`src/rtl/fpnew_lane_sequencer.sv`:
```
// fpnew_lane_sequencer
// Runs a packed (vectorial) FP operation through one scalar lane unit by
// issuing the lanes one after another and reassembling the packed result.
// A scalar operation issues only lane 0. The upper lanes of its result are
// filled with the extension bit that the unit returns for lane 0.
module fpnew_lane_sequencer #(
    parameter int unsigned Width       = 32,
    parameter int unsigned FpWidth     = 8,
    parameter int unsigned NumOperands = 3,
    parameter int unsigned TagWidth    = 4
) (
    input  logic                           clk_i,
    input  logic                           rst_i,
    input  logic                           in_valid_i,
    output logic                           in_ready_o,
    input  logic [NumOperands*Width-1:0]   operands_i,
    input  logic [3:0]                     op_i,
    input  logic                           op_mod_i,
    input  logic [2:0]                     rnd_mode_i,
    input  logic                           vectorial_op_i,
    input  logic [TagWidth-1:0]            tag_i,
    input  logic                           flush_i,
    output logic                           unit_valid_o,
    input  logic                           unit_ready_i,
    output logic [NumOperands*FpWidth-1:0] unit_operands_o,
    output logic [3:0]                     unit_op_o,
    output logic                           unit_op_mod_o,
    output logic [2:0]                     unit_rnd_mode_o,
    output logic                           unit_flush_o,
    input  logic                           unit_valid_i,
    output logic                           unit_ready_o,
    input  logic [FpWidth-1:0]             unit_result_i,
    input  logic [4:0]                     unit_status_i,
    input  logic                           unit_ext_bit_i,
    output logic                           out_valid_o,
    input  logic                           out_ready_i,
    output logic [Width-1:0]               result_o,
    output logic [4:0]                     status_o,
    output logic [TagWidth-1:0]            tag_o,
    output logic                           busy_o
);

    localparam int unsigned NUM_LANES = Width / FpWidth;
    localparam int unsigned CNT_W     = (NUM_LANES > 1) ? $clog2(NUM_LANES) : 1;

    typedef enum logic [1:0] {IDLE, RUN, DONE} state_e;

    state_e                         state_q, state_d;
    // issue_cnt needs one extra bit: it runs one past the last lane to stop issue
    logic [CNT_W:0]                 issue_cnt_q;
    logic [CNT_W-1:0]               collect_cnt_q;
    logic [CNT_W-1:0]               last_lane_q;
    logic [NumOperands*Width-1:0]   operands_q;
    logic                           vec_q;
    logic [TagWidth-1:0]            tag_q;
    // Accumulators are private to the running op; output regs change only on completion
    logic [Width-1:0]               result_acc_q;
    logic [4:0]                     status_acc_q;
    logic                           ext_q;
    logic [Width-1:0]               result_q;
    logic [4:0]                     status_q;
    logic [TagWidth-1:0]            tag_out_q;

    logic                           accept;
    logic                           issue_fire;
    logic                           collect_fire;
    logic                           last_collect;
    logic [CNT_W-1:0]               lane_sel;
    logic [Width-1:0]               acc_next;
    logic [Width-1:0]               packed_res;
    logic [4:0]                     status_next;
    logic                           ext_next;

    assign accept       = in_valid_i & in_ready_o;
    assign issue_fire   = unit_valid_o & unit_ready_i;
    assign collect_fire = unit_ready_o & unit_valid_i;
    assign last_collect = collect_fire & (collect_cnt_q == last_lane_q);
    assign unit_flush_o = flush_i;
    assign result_o     = result_q;
    assign status_o     = status_q;
    assign tag_o        = tag_out_q;

    // State register
    always_ff @(posedge clk_i) begin
        if (rst_i) state_q <= IDLE;
        else       state_q <= state_d;
    end

    // Next-state logic; flush overrides every handshake
    always_comb begin
        state_d = state_q;
        case (state_q)
            IDLE:    if (accept) state_d = RUN;
            RUN:     if (last_collect) state_d = DONE;
            DONE:    if (out_ready_i) state_d = accept ? RUN : IDLE;
            default: state_d = IDLE;
        endcase
        if (flush_i) state_d = IDLE;
    end

    // FSM outputs: handshakes toward upstream, unit and downstream
    always_comb begin
        in_ready_o   = ~flush_i & ((state_q == IDLE) | ((state_q == DONE) & out_ready_i));
        unit_valid_o = (state_q == RUN) & (issue_cnt_q <= {1'b0, last_lane_q});
        unit_ready_o = (state_q == RUN);
        out_valid_o  = (state_q == DONE);
        busy_o       = (state_q != IDLE);
    end

    // Lane operand selection; the index is parked at 0 once all lanes are issued
    always_comb begin
        lane_sel        = unit_valid_o ? issue_cnt_q[CNT_W-1:0] : '0;
        unit_operands_o = '0;
        for (int k = 0; k < NumOperands; k++) begin
            unit_operands_o[k*FpWidth +: FpWidth] = operands_q[k*Width + lane_sel*FpWidth +: FpWidth];
        end
    end

    // Merge the collected lane into the accumulator and build the final packed result
    always_comb begin
        acc_next = result_acc_q;
        if (collect_fire) acc_next[collect_cnt_q*FpWidth +: FpWidth] = unit_result_i;
        ext_next    = (collect_fire && collect_cnt_q == '0) ? unit_ext_bit_i : ext_q;
        status_next = status_acc_q | (collect_fire ? unit_status_i : 5'b0);
        packed_res  = acc_next;
        if (!vec_q) begin
            for (int l = 1; l < NUM_LANES; l++) begin
                packed_res[l*FpWidth +: FpWidth] = {FpWidth{ext_next}};
            end
        end
    end

    // Issue/collect counters
    always_ff @(posedge clk_i) begin
        if (rst_i || flush_i || accept) begin
            issue_cnt_q   <= '0;
            collect_cnt_q <= '0;
        end else begin
            if (issue_fire)                   issue_cnt_q   <= issue_cnt_q + 1'b1;
            if (collect_fire && !last_collect) collect_cnt_q <= collect_cnt_q + 1'b1;
        end
    end

    // Request capture and lane accumulation (no reset needed: qualified by state)
    always_ff @(posedge clk_i) begin
        if (accept) begin
            operands_q      <= operands_i;
            unit_op_o       <= op_i;
            unit_op_mod_o   <= op_mod_i;
            unit_rnd_mode_o <= rnd_mode_i;
            tag_q           <= tag_i;
            vec_q           <= vectorial_op_i;
            last_lane_q     <= vectorial_op_i ? CNT_W'(NUM_LANES - 1) : '0;
            status_acc_q    <= '0;
        end else if (collect_fire) begin
            result_acc_q    <= acc_next;
            status_acc_q    <= status_next;
            ext_q           <= ext_next;
        end
    end

    // Output registers: loaded on the final collect, held otherwise
    always_ff @(posedge clk_i) begin
        if (rst_i) begin
            result_q  <= '0;
            status_q  <= '0;
            tag_out_q <= '0;
        end else if (last_collect && !flush_i) begin
            result_q  <= packed_res;
            status_q  <= status_next;
            tag_out_q <= tag_q;
        end
    end

endmodule

```
`config.mk`:
```
export PLATFORM = sky130hd
export DESIGN_NAME = fpnew_lane_sequencer
export DESIGN_NICKNAME = d
export VERILOG_FILES = /design/src/rtl/fpnew_lane_sequencer.sv
export SDC_FILE = /design/constraint.sdc
export NUM_CORES = 1
export LEC_CHECK = 0
export ABC_AREA = 1
export ABC_CLOCK_PERIOD_IN_PS = 4100
export BUFFER_PORTS_ARGS = -buffer_cell sky130_fd_sc_hd__buf_2
export CAP_MARGIN = 30
export CORE_UTILIZATION = 54
export CTS_CLUSTER_DIAMETER = 40
export DETAILED_ROUTE_END_ITERATION = 16
export GPL_TIMING_DRIVEN = 0
export HOLD_SLACK_MARGIN = 0.12
export PLACE_DENSITY = 0.79
export SYNTH_ARGS = -nofsm -noshare
export SYNTH_HDL_FRONTEND = slang
export SYNTH_SLANG_ARGS = --single-unit
```
`constraint.sdc`:
```
create_clock -name clk_i -period 4.1 [get_ports clk_i]
set_clock_uncertainty 0.15 [all_clocks]
set_input_delay 0.615 -clock clk_i [delete_from_list [all_inputs] [get_ports clk_i]]
set_output_delay 0.615 -clock clk_i [all_outputs]
set_load 0.005 [all_outputs]
```
# ---- Yosys cells after proc, flatten, opt, wreduce, memory -nomap -nowiden
# Cells that the tools add are included.
dict set report totals {
  inputBits 130
  wordCells 69
  out_inout_bits 79
  ff_bits 197
}
dict set report classes {
  muxes 12
  n_reduce_logical 13
  shifts 5
  n_bitwise 11
  addsub 5
  eq_ne 6
  n_lt_le_gt_ge 1
}
# operator n
set ops {}
lappend ops {{$shiftx A96 B6 Y8} 1}
lappend ops {{$shiftx A96 B8 Y8} 1}
lappend ops {{$shiftx A96 B9 Y8} 1}
lappend ops {{$neg A5 Y34} 1}
lappend ops {{$shift A8 B34 Y32 const A} 1}
lappend ops {{$shiftx A8 B34 Y32} 1}
lappend ops {{$bwmux W32} 1}
lappend ops {{$mux W32} 1}
lappend ops {{$mux W24} 1}
lappend ops {{$mux W2} 5}
lappend ops {{$add A7 B5 Y8 const A} 1}
lappend ops {{$add A6 B5 Y7 const A} 1}
lappend ops {{$and A1 B1 Y1} 7}
lappend ops {{$pmux W2 S3} 1}
lappend ops {{$mux W5} 1}
lappend ops {{$or A5 B5 Y5} 1}
lappend ops {{$logic_not A2 Y1} 2}
lappend ops {{$ne A2 B1 Y1 const B} 2}
lappend ops {{$add A3 B1 Y3 const B} 1}
lappend ops {{$le A3 B2 Y1} 1}
lappend ops {{$logic_and A1 B1 Y1} 3}
lappend ops {{$reduce_and A3 Y1} 1}
lappend ops {{$add A2 B1 Y2 const B} 1}
lappend ops {{$eq A2 B1 Y1 const B} 1}
lappend ops {{other kinds (11)} 15}

# ---- Logic depth before layout (Yosys ltp)
# Gate-level depths: netlist of run 1.
dict set report logic_depth {
  ltp_word 8
  ltp_mapped 13
  depth_no_buf 10
}

# ---- Worst setup path after synthesis of run 1
# Ideal clock, no wire load.
dict set report synth_path {
  path_type {input to register}
  from {in out_ready_i}
  to {reg last_lane_q[0], enable pin}
  slack_ps 389
  t_arrival_ps 3099
  t_required_ps 3487
  path_buffers 0
  setup_time_ps 463
  cell_stages 4
  cell_sequence {inv_1 nand2_1 nand4_1 inv_1}
}
dict set report synth_via {
  elab_chain_len 4
}
# element line_no
set synth_rtl {}
lappend synth_rtl {{start: declaration} 36} ;# input logic out_ready_i,
lappend synth_rtl {{$and A1 B1 Y1} 103} ;# in_ready_o = ~flush_i & ((state_q == IDLE) | ((state_q == DONE) & out_ready_i));
lappend synth_rtl {{$or A1 B1 Y1} 103}
lappend synth_rtl {{$and A1 B1 Y1} 103}
lappend synth_rtl {{$and A1 B1 Y1} 74} ;# assign accept = in_valid_i & in_ready_o;
lappend synth_rtl {{net accept} 64} ;# logic accept;
lappend synth_rtl {{end signal: assignment} 153} ;# last_lane_q <= vectorial_op_i ? CNT_W'(NUM_LANES - 1) : '0;
lappend synth_rtl {{end: declaration} 52} ;# logic [CNT_W-1:0] last_lane_q;
# The timed path passes the listed nets, and every way through them passes these cells.
# A chain may end at the register's enable or synchronous reset.

# ---- Worst setup path in the final report of run 1
dict set report layout_path {
  from {reg issue_cnt_q[0]}
  to {out unit_operands_o[1]}
}
dict set report layout_via {
  elab_chain_len 4
}
# element line_no
set layout_rtl {}
lappend layout_rtl {{start: declaration} 50} ;# logic [CNT_W:0] issue_cnt_q;
lappend layout_rtl {{start signal: assignment} 139} ;# if (issue_fire) issue_cnt_q <= issue_cnt_q + 1'b1;
lappend layout_rtl {{$le A3 B2 Y1} 104} ;# unit_valid_o = (state_q == RUN) & (issue_cnt_q <= {1'b0, last_lane_q});
lappend layout_rtl {{$and A1 B1 Y1} 104}
lappend layout_rtl {{$mux W2 *} 112} ;# lane_sel = unit_valid_o ? issue_cnt_q[CNT_W-1:0] : '0;
lappend layout_rtl {{$shiftx A96 B6 Y8 *} 115} ;# unit_operands_o[k*FpWidth +: FpWidth] = operands_q[k*Width + lane_sel*FpWidth +: FpWidth];
lappend layout_rtl {{end: declaration} 25} ;# output logic [NumOperands*FpWidth-1:0] unit_operands_o,
# Mark *: on every way between the ends. The rest lies on a longest branch, timed or not.

==> metrics.md, run 1 <==
| Metric | Value |
|---|---|
| Clock-pin slew on the worst setup and hold paths | `approximately 0.08 ns` |
| Highest Clock Rate | `258 MHz` |
| Worst flop-to-flop path endpoint | `result_o[14]` |
| Slew HR | `slightly above 40%` |
| Min-delay src | `operands_i[94]` |
| Reg2Reg Launch Point | `collect_cnt_q[0]` |
| Clock Tree Buf Depth | `2` |
| Syn-to-layout area delta | `22.0%` |
| Synth unique cells | `23` |
| Cell taking the most area after synthesis | `sky130_fd_sc_hd__edfxtp_1` |
| Met2 wire length | `10,600 um` |
| GPL Wtd Cong | `roughly 0.9` |
| Post-Route Utilization | `67.7%` |
| Cells along the critical path | `clkbuf_1 > clkbuf_2 > inv_1 > ha_1 > o21bai_1 > nand2_1 > nand3_1 > clkbuf_1 > nand3_1 > nand2_1 > buf_2` |
| Critical Path AT | `around 3.1 ns` |
| Outcome | `finished clean` |
| Clock latency at the later pin of the worst-skew pair | `0.43 ns` |
| Worst setup EP type | `output pin` |
| R2r setup slk | `1.25 ns` |
| Number of storage elements in the synthesis netlist | `between 150 and 200` |
| Power Total | `4.06 mW` |
| Number of search-and-repair iterations in the first detailed-routing pass | `5` |
| Maximum Capacitance Violations | `0` |
| Biggest fanout along the worst timing path | `10` |
| TritonCTS Sinks | `between 150 and 200` |
| Worst vdd ir | `293 uV` |
| Final hold slack | `between 0.15 and 0.2 ns` |
| Met3 WL | `1350 um` |
| Hold/Removal Path Class | `in -> reg` |
| Detailed-route wire length | `20,800 um` |
| Synth async-reset ratio | `0%` |
| Global-route wire length before repair | `between 30,000 and 40,000 um` |
| Synthesized instance count | `1,010` |
| Period minus WS final | `just under 4 ns` |
| EDFF count, synth | `approximately 140` |
| Remaining antenna violation count | `0` |
| Cell depth of the worst flop-to-flop path | `13` |
| Highest Signal Layer | `met4` |
| Most frequent standard cell in the layout excluding fill and tap cells | `sky130_fd_sc_hd__nand2_1` |
| Hold-fix buffers at CTS | `0` |
| Row Count | `46` |
| Sum of overflow across all layers after global routing | `0` |
| Core region area | `about 16,000 um2` |
| Antenna violations before repair | `3` |
| Number of design-rule violations left by the first detailed-router iteration | `527` |
| Top-level port count | `209` |
| Static power due to leakage | `approximately 5.4 nW` |
| Net count reported at finish | `1,375` |
| Dpl cells | `between 1,000 and 1,500` |
| Wire length on met1 | `between 8000 and 9000 um` |
| Drt drc | `0` |
| Number of global-route vias before repair | `6,888` |
| Post-synth design cell area | `8820 um2` |
| Initial core utilization | `55.5%` |
| Count of placed standard cells in the final layout, fillers left out | `1,470` |
| Required time reported for the critical path endpoint | `3.34 ns` |
| Total half-perimeter wirelength after legalization and detailed placement | `~15,000 um` |
| Transition time of the tightest slew-check pin | `roughly 0.9 ns` |
| Areal power density over the cells | `377 nW/um2` |
| Mean cell area of the mapped netlist | `between 8 and 9 um2` |
| Root Buffer Master | `sky130_fd_sc_hd__clkbuf_16` |
| Share of the cycle needed by the critical path after routing | `94.6%` |
| Die width | `130 um` |
| Detail-routed via count per cell | `4.96` |
| H-tree depth reported by CTS | `4` |
| DP Worst Slack | `0.387 ns` |
| Hold Crit Endpoint | `operands_q[94]` |
| RSZ-0062 raised after global routing | `no` |
| CP Class | `reg -> out` |
| GRT Resource Usage Total | `between 20 and 30%` |
| I/O Buffers | `approximately 210` |
| Fraction of the yosys area taken by sequential cells | `about three fifths` |
| Final WS setup | `~0.22 ns` |
| Fill cell instance count of the final layout | `about 1,300` |
| Highest-delay cell along the critical path | `sky130_fd_sc_hd__clkbuf_1` |
| Longest individual stage delay on the worst path | `0.45 ns` |
| Top library cells by usage in the layout, fill and taps aside | `sky130_fd_sc_hd__nand2_1 (271), sky130_fd_sc_hd__buf_2 (217), sky130_fd_sc_hd__inv_1 (209)` |
| Vertical die dimension | `130 um` |
| Layout cells sized above 1 | `approximately a fifth` |
| Worst setup SP type | `register` |
| Syn. warnings | `0` |
| Die Area | `approximately 17,000 um2` |
| Total of endpoints with negative setup slack in the final report | `0` |
| Worst hold path depth | `1` |
| Maximum number of pins on one net before global-route repair | `71` |
| Drt wl/cell | `~14 um` |
| Number of buffers added by the clock tree synthesis step | `17` |
| TritonCTS clock tree | `done` |
| Max Slew Vio Count | `0` |
| Design area | `10,800 um2` |
| Dominant synthesized flop cell | `sky130_fd_sc_hd__edfxtp_1` |
| Final setup TNS | `0 ns` |
| Post-synth top area share | `48.4%` |
| Detailed-route via count | `about 7,300` |
| Dpl cell area | `10,200 um2` |
| Hold violation total from the final report | `0` |
| Net count after synthesis | `roughly 1,100` |
| Dominant cells by area after synthesis | `sky130_fd_sc_hd__edfxtp_1 (48%), sky130_fd_sc_hd__dfxtp_1 (12%), sky130_fd_sc_hd__nand2_1 (12%), sky130_fd_sc_hd__inv_1 (8.9%), sky130_fd_sc_hd__nand4_1 (5.4%)` |
-- registers in the layout, summed over array words and instances (netlist names), 3 cells and up --
| register | cells |
|---|---|
| operands_q | 96 |
| result_acc_q | 32 |
| result_o | 32 |
| status_acc_q | 5 |
| status_o | 5 |
| tag_o | 4 |
| tag_q | 4 |
| unit_op_o | 4 |
| issue_cnt_q | 3 |
| unit_rnd_mode_o | 3 |
-- logic make-up after synthesis --
logic type	after synthesis	share of synthesized area, %
AOI/OAI and AO/OA	25	1.59
DFF	195	60.4
adders and majority gates	8	1.14
and+or+nand+nor	519	25.5
buffers and inverters	263	11.4
-- critical path: cells and delay by family (launching register included) --
| kind | cells | cell delay [ns] |
|---|---|---|
| AOI/OAI and AO/OA | 1 | 0.14 |
| adders and majority gates | 1 | 0.21 |
| buffers and inverters | 5 | 1.19 |
| DFF | 1 | 0.35 |
| and+or+nand+nor | 4 | 0.79 |
-- worst max-delay path by stage --
| stage | startpoint | endpoint | slack (ns) | cells after the start |
|---|---|---|---|---|
| final | issue_cnt_q[0] | unit_operands_o[1] | 0.22 | 11 |
| after global routing | issue_cnt_q[0] | unit_operands_o[12] | 0.01 | 11 |
| after CTS | issue_cnt_q[0] | unit_operands_o[5] | 0.01 | 12 |
| after detailed placement | last_lane_q[0] | unit_operands_o[5] | 0.39 | 13 |
| after global placement | flush_i | operands_q[17] | -0.68 | 4 |
| after floorplan | out_ready_i | last_lane_q[0] | 0.39 | 4 |
-- layout make-up --
class | count | area (um2) | share of cell area [%]
flip-flops and latches | 195 | 5330 | 49.5
well taps | 216 | 270 | 2.51
repair buffers | 209 | 1070 | 9.94
multi-input cells | 552 | 2490 | 23.1
inverters | 217 | 818 | 7.61
diodes | 4 | 10.0 | 0.0931
clock buffers | 17 | 425 | 3.96
clock inverters | 15 | 160 | 1.49
plain buffers | 45 | 186 | 1.73
-- cells in the mapped netlist (8+ instances only) --
cell                       number
sky130_fd_sc_hd__dfxtp_1       53
sky130_fd_sc_hd__nand4_1       76
sky130_fd_sc_hd__nand2_1      271
sky130_fd_sc_hd__clkbuf_1      36
sky130_fd_sc_hd__ha_1           8
sky130_fd_sc_hd__nor2_1       108
sky130_fd_sc_hd__a21oi_1       10
sky130_fd_sc_hd__o21ai_0        9
sky130_fd_sc_hd__buf_2          9
sky130_fd_sc_hd__inv_1        210
sky130_fd_sc_hd__edfxtp_1     142
sky130_fd_sc_hd__nand3_1       57
-- power breakdown --
part | leakage (nW) | internal (mW) | total, mW | switching [mW]
combinational | 3.36 | 0.0923 | 0.232 | 0.139
sequential | 1.75 | 2.18 | 2.19 | 0.0162
clock | 0.284 | 0.818 | 1.63 | 0.814
-- layer usage --
layer | global-route usage (%) | vias to the layer above
li1 | - | 3652
met4 | 12.1 | 0
met1 | 29.3 | 3295
met5 | 0 | -
met3 | 5.74 | 41
met2 | 45.2 | 298
-- what timing repair did --
action,in CTS,in global routing
resized for setup,2,2
setup buffers,0,0
setup endpoints to repair,20,24
(Power assumes the default switching activity.)
==> inputs of run 2 (changes only) <==
- CELL_PAD_IN_SITES_DETAIL_PLACEMENT: unset -> 1
- CELL_PAD_IN_SITES_GLOBAL_PLACEMENT: unset -> 1
- CORE_UTILIZATION: 54 -> 40
==> run 2 against run 1 <==
  * Cell area grew 1.2%
  * Critical endpoint is now unit_operands_o[18]
  * Total power is 2.8% higher
  * Die area is 34% higher
  * Highest routed layer is now met5
  * Sequential share of layout area is 0.58 points lower
==> metrics.md, run 2 (synthesis gave the netlist of run 1 again) <==
| Metric | Value |
|---|---|
| Cells along the critical path | `clkbuf_1 > clkbuf_2 > inv_1 > ha_1 > nand2_1 > nand2_1 > nand3_1 > clkbuf_2 > buf_2 > nand2_1 > nand3_1 > nand2_1 > buf_2` |
| Min-delay src | `operands_i[56]` |
| Vertical die dimension | `150 um (+16%)` |
| Period minus WS final | `3.80 ns (-0.0753 ns)` |
| Hold violation total from the final report | `0 (unchanged)` |
| Highest-delay cell along the critical path | `sky130_fd_sc_hd__dfxtp_1` |
| Slew HR | `38.0% (-2.3 points)` |
| Largest Register | `operands_q` |
| Share of power burned in registers | `52.6% (-1.4 points)` |
| Sum of overflow across all layers after global routing | `0 (unchanged)` |
| Net Sw Frac | `25.3% (+1.4 points)` |
| Share of the cycle needed by the critical path after routing | `92.7% (-1.8 points)` |
| Final setup TNS | `0 ns (unchanged)` |
| Number of design-rule violations left by the first detailed-router iteration | `328 (-38%)` |
| Worst setup SP type | `register` |
| Post-Route Utilization | `51.1% (-17 points)` |
| Fill cell instance count of the final layout | `2,596 (+100%)` |
| Number of global-route vias before repair | `7,928 (+15%)` |
| Post-cts repair resize count | `5 (+3)` |
| I/O Buffers | `208 (unchanged)` |
| Clock Power Share | `41.5% (+1.3 points)` |
| Cell depth of the worst flop-to-flop path | `12 (-1)` |
| Transition time of the tightest slew-check pin | `0.928 ns (+0.0342 ns)` |
| Clock Tree Buf Depth | `2 (unchanged)` |
| Global-route wire length before repair | `39,700 um (+22%)` |
| Detail-routed via count per cell | `4.87 (-1.8%)` |
| Hold Crit Endpoint | `operands_q[56]` |
| CP Class | `reg -> out` |
| Antenna violations before repair | `8 (+5)` |
| Max Slew Vio Count | `0 (unchanged)` |
| Power Total | `4.17 mW (+2.8%)` |
| Combinational fraction of design power | `5.9% (+0.2 points)` |
| Dpl cell area | `10,200 um2 (+0.73%)` |
| Number of search-and-repair iterations in the first detailed-routing pass | `4 (-1)` |
| Most frequent standard cell in the layout excluding fill and tap cells | `sky130_fd_sc_hd__nand2_1` |
| Layout cells sized above 1 | `21.2% (+0.24 points)` |
| Worst setup EP type | `output pin` |
| Worst hold path depth | `1 (unchanged)` |
| Remaining antenna violation count | `0 (unchanged)` |
| Int Power | `3.12 mW (+0.96%)` |
| Critical Path AT | `3.04 ns (-0.07 ns)` |
| Clock latency at the later pin of the worst-skew pair | `0.43 ns (about the same)` |
| R2r setup slk | `1.17 ns (-0.08 ns)` |
| Cell occurring most often along the worst timing path | `sky130_fd_sc_hd__nand2_1` |
| Number of buffers added by the clock tree synthesis step | `17 (unchanged)` |
| Clock-pin slew on the worst setup and hold paths | `0.08 ns (about the same)` |
| Outcome | `finished clean` |
| Final WS setup | `0.298 ns (+0.0753 ns)` |
| RSZ-0062 raised after global routing | `no` |
| Syn-to-layout area delta | `23.4%` |
| Maximum number of pins on one net before global-route repair | `60 (-15%)` |
| H-tree depth reported by CTS | `4 (unchanged)` |
| Hold/Removal Path Class | `in -> reg` |
| TritonCTS Sinks | `195 (unchanged)` |
| Static power due to leakage | `5.41 nW (+0.44%)` |
| Drt drc | `0 (unchanged)` |
| Required time reported for the critical path endpoint | `3.34 ns (about the same)` |
| Power dissipated by switching net loads | `1.06 mW (+8.9%)` |
| Top-level port count | `209 (unchanged)` |
| Row Count | `53 (+15%)` |
| Detailed-route wire length | `25,600 um (+23%)` |
| Die width | `150 um (+16%)` |
| TritonCTS clock tree | `done` |
| Worst vdd ir | `265 uV (-9.8%)` |
| Design area | `10,900 um2 (+1.2%)` |
| Top library cells by usage in the layout, fill and taps aside | `sky130_fd_sc_hd__nand2_1 (271), sky130_fd_sc_hd__buf_2 (217), sky130_fd_sc_hd__inv_1 (209)` |
| Reg2Reg Launch Point | `collect_cnt_q[0]` |
| Highest Clock Rate | `263 MHz (+2.0%)` |
| Root Buffer Master | `sky130_fd_sc_hd__clkbuf_16` |
| Longest individual stage delay on the worst path | `0.34 ns (-0.11 ns)` |
| Worst flop-to-flop path endpoint | `result_o[1]` |
| Post-CTS setup buffer count | `0 (unchanged)` |
| GRT Resource Usage Total | `23.3% (-2.2 points)` |
| Drt wl/cell | `16.7 um (+18%)` |
| Detailed-route via count | `7,462 (+2.4%)` |
| Total of endpoints with negative setup slack in the final report | `0 (unchanged)` |
| Biggest fanout along the worst timing path | `10 (unchanged)` |
| Areal power density over the cells | `383 nW/um2 (+1.6%)` |
| Maximum Capacitance Violations | `0 (unchanged)` |
| DP Worst Slack | `0.249 ns (-0.139 ns)` |
| Core region area | `21,300 um2 (+34%)` |
| Die Area | `22,600 um2 (+34%)` |
| Net count reported at finish | `1,375 (unchanged)` |
| Flip-flop count of the largest register, all copies and words added | `96 (unchanged)` |
| Hold-fix buffers at CTS | `0 (unchanged)` |
| GPL Wtd Cong | `0.863 (-3.2%)` |
| Total half-perimeter wirelength after legalization and detailed placement | `18,900 um (+26%)` |
| Initial core utilization | `41.4% (-14 points)` |
-- run 2: cell types whose count changed in the layout (fill, tap and decap cells not counted), moves of 2 or more --
| cell | previous run | this run |
|---|---|---|
| sky130_fd_sc_hd__clkinv_4 | 2 | 0 |
| sky130_fd_sc_hd__inv_12 | 0 | 2 |
| sky130_fd_sc_hd__clkinv_8 | 3 | 5 |
| sky130_fd_sc_hd__clkbuf_2 | 2 | 4 |
| sky130_fd_sc_hd__inv_6 | 6 | 3 |
| sky130_fd_sc_hd__diode_2 | 4 | 8 |
| sky130_fd_sc_hd__inv_8 | 3 | 5 |
| sky130_fd_sc_hd__clkbuf_1 | 33 | 31 |
-- run 2: how the worst max path moves through the flow --
stage / start / end / slack (ns) / cells past startpoint
2_1_floorplan: out_ready_i / last_lane_q[0] / 0.39 / 4
3_3_place_gp: flush_i / operands_q[80] / -0.81 / 4
3_5_place_dp: last_lane_q[0] / unit_operands_o[7] / 0.25 / 13
4_1_cts: issue_cnt_q[0] / unit_operands_o[18] / 0.20 / 12
5_1_grt: issue_cnt_q[0] / unit_operands_o[21] / 0.08 / 13
6_report: issue_cnt_q[0] / unit_operands_o[18] / 0.30 / 13
-- run 2: stage by stage --
stage | hold WS [ns] | instances
2_1_floorplan | 0.306 | 1010
3_3_place_gp | 0.301 | 1493
3_5_place_dp | 0.305 | 1494
4_1_cts | 0.180 | 1525
5_1_grt | 0.175 | 1532
6_report | 0.201 | 1533
-- run 2: critical path: cells and delay by family (launching register included) --
kind	cells	cell delay, ns
DFF	1	0.34
and+or+nand+nor	6	0.68
adders and majority gates	1	0.30
buffers and inverters	6	1.30
-- run 2: power by group through the flow --
stage                     Combinational (mW)  Sequential (mW)  Clock, mW
after floorplan                        0.106             2.24          0
after global placement                 0.231             2.24          0
after detailed placement               0.246             2.24          0
after CTS                              0.249             2.19       1.76
after global routing                   0.275             2.20       1.84
final                                  0.248             2.19       1.73
-- run 2: layout make-up --
cell class / instances / area, um2 / share of cell area, %
Buffer: 45 / 189 / 1.74
Antenna cell: 8 / 20.0 / 0.184
Inverter: 217 / 818 / 7.52
Tap cell: 275 / 344 / 3.16
Sequential cell: 195 / 5330 / 48.9
Clock buffer: 17 / 425 / 3.91
Multi-Input combinational cell: 552 / 2490 / 22.9
Clock inverter: 15 / 196 / 1.81
Timing Repair Buffer: 209 / 1070 / 9.82
-- run 2: routing by layer --
layer  GRT usage [%]  vias to the layer above  part of all wire, %
li1                -                     3659                    -
met5               0                        -                0.039
met4            9.44                        2                  2.5
met2            41.5                      229                   52
met3            5.70                       42                  5.7
met1            26.6                     3530                   40
